### src/rtl/seq_divider.sv
// Sequential radix-2 restoring divider, signed or unsigned, fixed N+1 edge latency.
// The partial remainder trial is N+1 bits wide so its borrow bit is exact for all magnitudes.
module seq_divider #(
    parameter int N = 32
) (
    input  logic         clk,
    input  logic         rst_n,
    input  logic         start,
    input  logic         signedFlag,
    input  logic [N-1:0] dividend,
    input  logic [N-1:0] divisor,
    output logic         busy,
    output logic         done,
    output logic [N-1:0] quotient,
    output logic [N-1:0] remainder,
    output logic         divByZero
);

    localparam int CW = $clog2(N);

    typedef enum logic [1:0] {IDLE, DIVIDE, FIXUP, DONE} state_t;

    state_t         state_q, state_d;
    logic [CW-1:0]  cnt_q, cnt_d;
    logic [N-1:0]   rem_q, rem_d;
    logic [N-1:0]   quo_q, quo_d;
    logic [N-1:0]   dsr_q, dsr_d;
    logic [N-1:0]   dvd_q, dvd_d;
    logic           qneg_q, qneg_d;
    logic           rneg_q, rneg_d;
    logic           dz_q, dz_d;
    logic           busy_q, busy_d;
    logic [N-1:0]   quot_q, quot_d;
    logic [N-1:0]   rmdr_q, rmdr_d;
    logic           divz_q, divz_d;

    logic           load;
    logic           a_neg, b_neg;
    logic [N-1:0]   a_mag, b_mag;
    logic [N:0]     r_shift, diff;
    logic           ge;

    // An N-bit unsigned magnitude already holds 2^(N-1), the most-negative case.
    always_comb begin
        a_neg = signedFlag & dividend[N-1];
        b_neg = signedFlag & divisor[N-1];
        a_mag = a_neg ? -dividend : dividend;
        b_mag = b_neg ? -divisor : divisor;
        load  = start && (state_q == IDLE || state_q == DONE);
    end

    always_comb begin
        r_shift = {rem_q, quo_q[N-1]};
        diff    = r_shift - {1'b0, dsr_q};
        ge      = ~diff[N];
    end

    always_comb begin
        state_d = state_q;
        cnt_d   = cnt_q;
        rem_d   = rem_q;
        quo_d   = quo_q;
        dsr_d   = dsr_q;
        dvd_d   = dvd_q;
        qneg_d  = qneg_q;
        rneg_d  = rneg_q;
        dz_d    = dz_q;
        quot_d  = quot_q;
        rmdr_d  = rmdr_q;
        divz_d  = divz_q;
        busy_d  = (state_q == DIVIDE) || (state_q == FIXUP);

        case (state_q)
            DIVIDE: begin
                rem_d = ge ? diff[N-1:0] : r_shift[N-1:0];
                quo_d = {quo_q[N-2:0], ge};
                cnt_d = cnt_q + CW'(1);
                if (cnt_q == CW'(N - 1)) begin
                    state_d = FIXUP;
                end
            end
            FIXUP: begin
                quot_d  = dz_q ? '1 : (qneg_q ? -quo_q : quo_q);
                rmdr_d  = dz_q ? dvd_q : (rneg_q ? -rem_q : rem_q);
                divz_d  = dz_q;
                state_d = DONE;
            end
            DONE: begin
                state_d = IDLE;
            end
            default: begin
                state_d = IDLE;
            end
        endcase

        if (load) begin
            state_d = DIVIDE;
            cnt_d   = '0;
            rem_d   = '0;
            quo_d   = a_mag;
            dsr_d   = b_mag;
            dvd_d   = dividend;
            qneg_d  = a_neg ^ b_neg;
            rneg_d  = a_neg;
            dz_d    = (divisor == '0);
        end
    end

    always_ff @(posedge clk) begin
        if (!rst_n) begin
            state_q <= IDLE;
            cnt_q   <= '0;
            rem_q   <= '0;
            quo_q   <= '0;
            dsr_q   <= '0;
            dvd_q   <= '0;
            qneg_q  <= 1'b0;
            rneg_q  <= 1'b0;
            dz_q    <= 1'b0;
            busy_q  <= 1'b0;
            quot_q  <= '0;
            rmdr_q  <= '0;
            divz_q  <= 1'b0;
        end else begin
            state_q <= state_d;
            cnt_q   <= cnt_d;
            rem_q   <= rem_d;
            quo_q   <= quo_d;
            dsr_q   <= dsr_d;
            dvd_q   <= dvd_d;
            qneg_q  <= qneg_d;
            rneg_q  <= rneg_d;
            dz_q    <= dz_d;
            busy_q  <= busy_d;
            quot_q  <= quot_d;
            rmdr_q  <= rmdr_d;
            divz_q  <= divz_d;
        end
    end

    assign busy      = busy_q;
    assign done      = (state_q == DONE);
    assign quotient  = quot_q;
    assign remainder = rmdr_q;
    assign divByZero = divz_q;

endmodule

### config.mk
export PLATFORM = sky130hd
export DESIGN_NAME = seq_divider
export DESIGN_NICKNAME = d
export VERILOG_FILES = /design/src/rtl/seq_divider.sv
export SDC_FILE = /design/constraint.sdc
export NUM_CORES = 1
export LEC_CHECK = 0
export CORE_MARGIN = 2
export CORE_UTILIZATION = 62
export DETAILED_ROUTE_END_ITERATION = 8
export GPL_TIMING_DRIVEN = 0
export PLACE_DENSITY_LB_ADDON = 0.15
export SLEW_MARGIN = 30
export SYNTH_ARGS = -nofsm -noshare
export SYNTH_HDL_FRONTEND = slang
export SYNTH_SLANG_ARGS = --single-unit
### constraint.sdc
create_clock -name clk -period 5.5 [get_ports clk]
set_input_delay 1.1 -clock clk [delete_from_list [all_inputs] [get_ports clk]]
set_output_delay 1.1 -clock clk [all_outputs]
set_load 0.03 [all_outputs]
==> summary.txt <==
Status
  – Outcome: finished, final reports clean

Flow run
  – Max cap viols: 0

Logic synthesis
  – Synthesized Nets: 1660
  – Async SR Flop Fraction: 0%
  – Post-Synthesis Cells: 1548
  – Synthesized flop and latch total: 204
  – Post-synth EDFFs: 0
  – Netlist Area Pre-Place: 12800 um^2
  – Yosys top cell area share: 31.9%
  – Yosys warnings: 0
  – Main synth FF type: dfxtp_1
  – Syn_area_per_cell: 8.26 um^2
  – Synth area leaders: dfxtp_1 (32%), nand2_1 (6.3%), xnor2_1 (6.0%)
  – Yosys top cell by area: dfxtp_1
  – Sequential-to-total area share from yosys stat: 31.9%
  – Count of cell types in the netlist: 70

Timing
  – Setup violations, final: 0
  – Fmax: 251 MHz
  – RSZ-0062 raised after global routing: false
  – Tmin final: 3.99 ns
  – Clock skew: 0.0281 ns
  – Final Hold Viols: 0
  – Pin slew with the least headroom to its limit: 0.961 ns
  – Crit share post-route: 72.5%
  – Slew headroom: 36.0%
  – Slew Limit Fails: 0
  – TNS Setup: 0 ns

Clock tree
  – Post_cts resized: 0
  – Total clock sinks: 204
  – Number of buffers created by CTS: 23
  – Clock slew at reported path FFs: 0.06 ns
  – CTS Hold Bufs: 0
  – Post-CTS setup buffer count: 0
  – Deepest clock path buffer count: 3
  – Worst-skew pair later-pin latency: 0.54 ns
  – Clock Tree Root: clkbuf_16
  – CTS tree: yes
  – H-tree Lvls: 1

Worst setup path
  – CP required: 5.91 ns
  – CP max stage cell: xnor2_1
  – CP Capture Type: flop
  – Crit-path max FO: 10
  – CP Launch Type: flop
  – Crit path cell chain: inv_1 > ha_1 > fa_1 > nor2b_1 > o31ai_1 > a221oi_1 > nor2_1 > o21bai_1 > a31oi_2 > xnor2_1 > buf_2 > mux2i_1 > o22ai_1
  – WP buf/inv: 2
  – Arrival @ worst endpoint: 4.40 ns
  – Slowest Stage Delay on Critical Path: 0.65 ns
  – CP delay by family, top: compound AO/OA/AOI/OAI gates
  – Crit Path Class: flop to flop

Routing
  – Initial DRC count: 724
  – Routed vias/inst: 6.13
  – Total number of vias: 12200
  – Pre-antenna DRT Iters: 5
  – Final wirelength: 37700 um
  – Post-route ant nets: 0
  – Metal-1 WL: 14700 um
  – DR top layer: met4
  – Met2 Wirelength: 18200 um
  – Wire length on met3: 2690 um
  – Post-DR wirelength/cell: 18.9 um
  – Residual DRC: 0

Power
  – Total power per unit cell area: 616 nW/um^2
  – VDD IR max: 0.314 mV
  – Leak: 0.00622 uW
  – Power Total: 9390 uW

Global routing
  – Initial antenna violation count: 0
  – GR Util All Layers: 33.5%
  – Largest net degree at the start of global routing: 14
  – First-pass GRT wire length: 59300 um
  – Vias in the first global route: 12000
  – Remaining Overflow, GRT: 0

Layout
  – Antenna Diode Count: 0
  – Area Overhead vs Synth: 19.3%
  – # fillers: 1602
  – Commonest non-fill, non-tap cell in the layout: nand2_1
  – Share of layout cells above drive strength 1: 4.76%
  – # nets final: 1819
  – Most frequent cells in the layout: nand2_1 (213), dfxtp_1 (204), clkdlybuf4s50_1 (134), o21ai_0 (116), clkbuf_1 (100)

Min path
  – Worst Hold Class: flop to flop

Floorplanning
  – Die Width: 148 um
  – Core ar.: 20200 um^2
  – Top Ports: 135
  – Total die area: 21800 um^2
  – Initial Util: 63.2%
  – # rows: 52
  – Die height: 148 um

Placed design
  – Detailed placement HPWL: 28500 um
  – Routability-driven placement congestion ratio: 0.927
  – IO buf count: 134
-- final cells by class --
cell class              count  area [um^2]  share of cell area, %
plain buffers             106          404                   2.65
multi-input cells        1169         8040                   52.7
repair buffers            134         1340                   8.79
well taps                 270          338                   2.21
clock inverters             6         98.8                  0.648
flip-flops and latches    204         4080                   26.8
inverters                  69          259                   1.70
clock buffers              36          694                   4.55
-- flip-flops by register name, summed over array words and instances, names as in the netlist --
| name | count |
|---|---|
| cnt_q | 5 |
| busy | 1 |
| quo_q | 32 |
| divByZero | 1 |
| dvd_q | 32 |
| rneg_q | 1 |
| qneg_q | 1 |
| dz_q | 1 |
| quotient | 32 |
| dsr_q | 32 |
| remainder | 32 |
| state_q | 2 |
| rem_q | 32 |
-- routing by layer --
metal	vias to the layer above	global-route usage, %
li1	5880	-
met4	0	18.8
met2	569	60.1
met1	5614	38.1
met5	-	0
met3	157	4.72
-- kinds of logic (layout without fill, tap and decap cells) --
logic type	Yosys count	after routing	synth area share, %
compound gates	456	456	25.2
xor+xnor	140	140	9.59
fa+ha+maj	44	44	4.36
buf+inv	175	351	5.19
flops	204	204	31.9
mux	76	76	5.97
simple gates	453	453	17.8
-- final timing paths --
path | cells past startpoint | endpoint | start | slack, ns
max | 13 | rem_q[19]$_SDFFE_PP0P_ | quo_q[31]$_SDFFE_PN0P_ | 1.51
min | 2 | dvd_q[21]$_SDFFE_PN0P_ | dvd_q[21]$_SDFFE_PN0P_ | 0.47
max reg2reg | 13 | rem_q[19]$_SDFFE_PP0P_ | quo_q[31]$_SDFFE_PN0P_ | 1.51
min reg2reg | 2 | dvd_q[21]$_SDFFE_PN0P_ | dvd_q[21]$_SDFFE_PN0P_ | 0.47
-- worst min-delay path: stages (launching register included) --
cell	delay (ns)
dfxtp_1	0.31
nand2_1	0.05
a21boi_0	0.06
-- cell usage after synthesis (8+ instances only) --
| cell type | number |
|---|---|
| and3_1 | 10 |
| nor3_1 | 16 |
| xor2_1 | 53 |
| nor4_1 | 8 |
| o221a_2 | 23 |
| o31ai_1 | 27 |
| nand2_1 | 213 |
| a21o_1 | 16 |
| o21a_1 | 13 |
| ha_1 | 43 |
| nand3b_1 | 25 |
| dfxtp_1 | 204 |
| buf_1 | 9 |
| inv_1 | 69 |
| clkbuf_1 | 94 |
| and2_1 | 8 |
| or4_1 | 17 |
| o41ai_1 | 14 |
| mux2i_1 | 74 |
| xnor2_1 | 87 |
| nand2b_1 | 12 |
| nor2b_1 | 21 |
| nand3_1 | 22 |
| a21boi_0 | 38 |
| o21ai_0 | 116 |
| a31oi_1 | 9 |
| or3_1 | 13 |
| a21oi_1 | 91 |
| nor2_1 | 55 |
| nand4_1 | 8 |
| o211a_1 | 59 |
-- per-stage QoR --
stage               hold WS, ns  setup slack, ns  instances  utilization [%]  cell area [um^2]
floorplan                 0.441             2.02       1548                -             12800
global placement          0.451             1.15       1952             71.5             14500
detailed placement        0.460             1.13       1952             71.5             14500
CTS                       0.470             1.54       1994             75.4             15300
global route              0.485             1.32       1994             75.4             15300
finish                    0.467             1.51       1994             75.4             15300
-- report_power, final --
part | total, uW | switching [uW] | leakage (uW) | internal, uW
combinational | 5430 | 3200 | 0.00416 | 2230
clock | 1600 | 635 | 0.000391 | 966
sequential | 2360 | 455 | 0.00167 | 1910
total | 9390 | 4290 | 0.00622 | 5110
(Power assumes the default switching activity.)
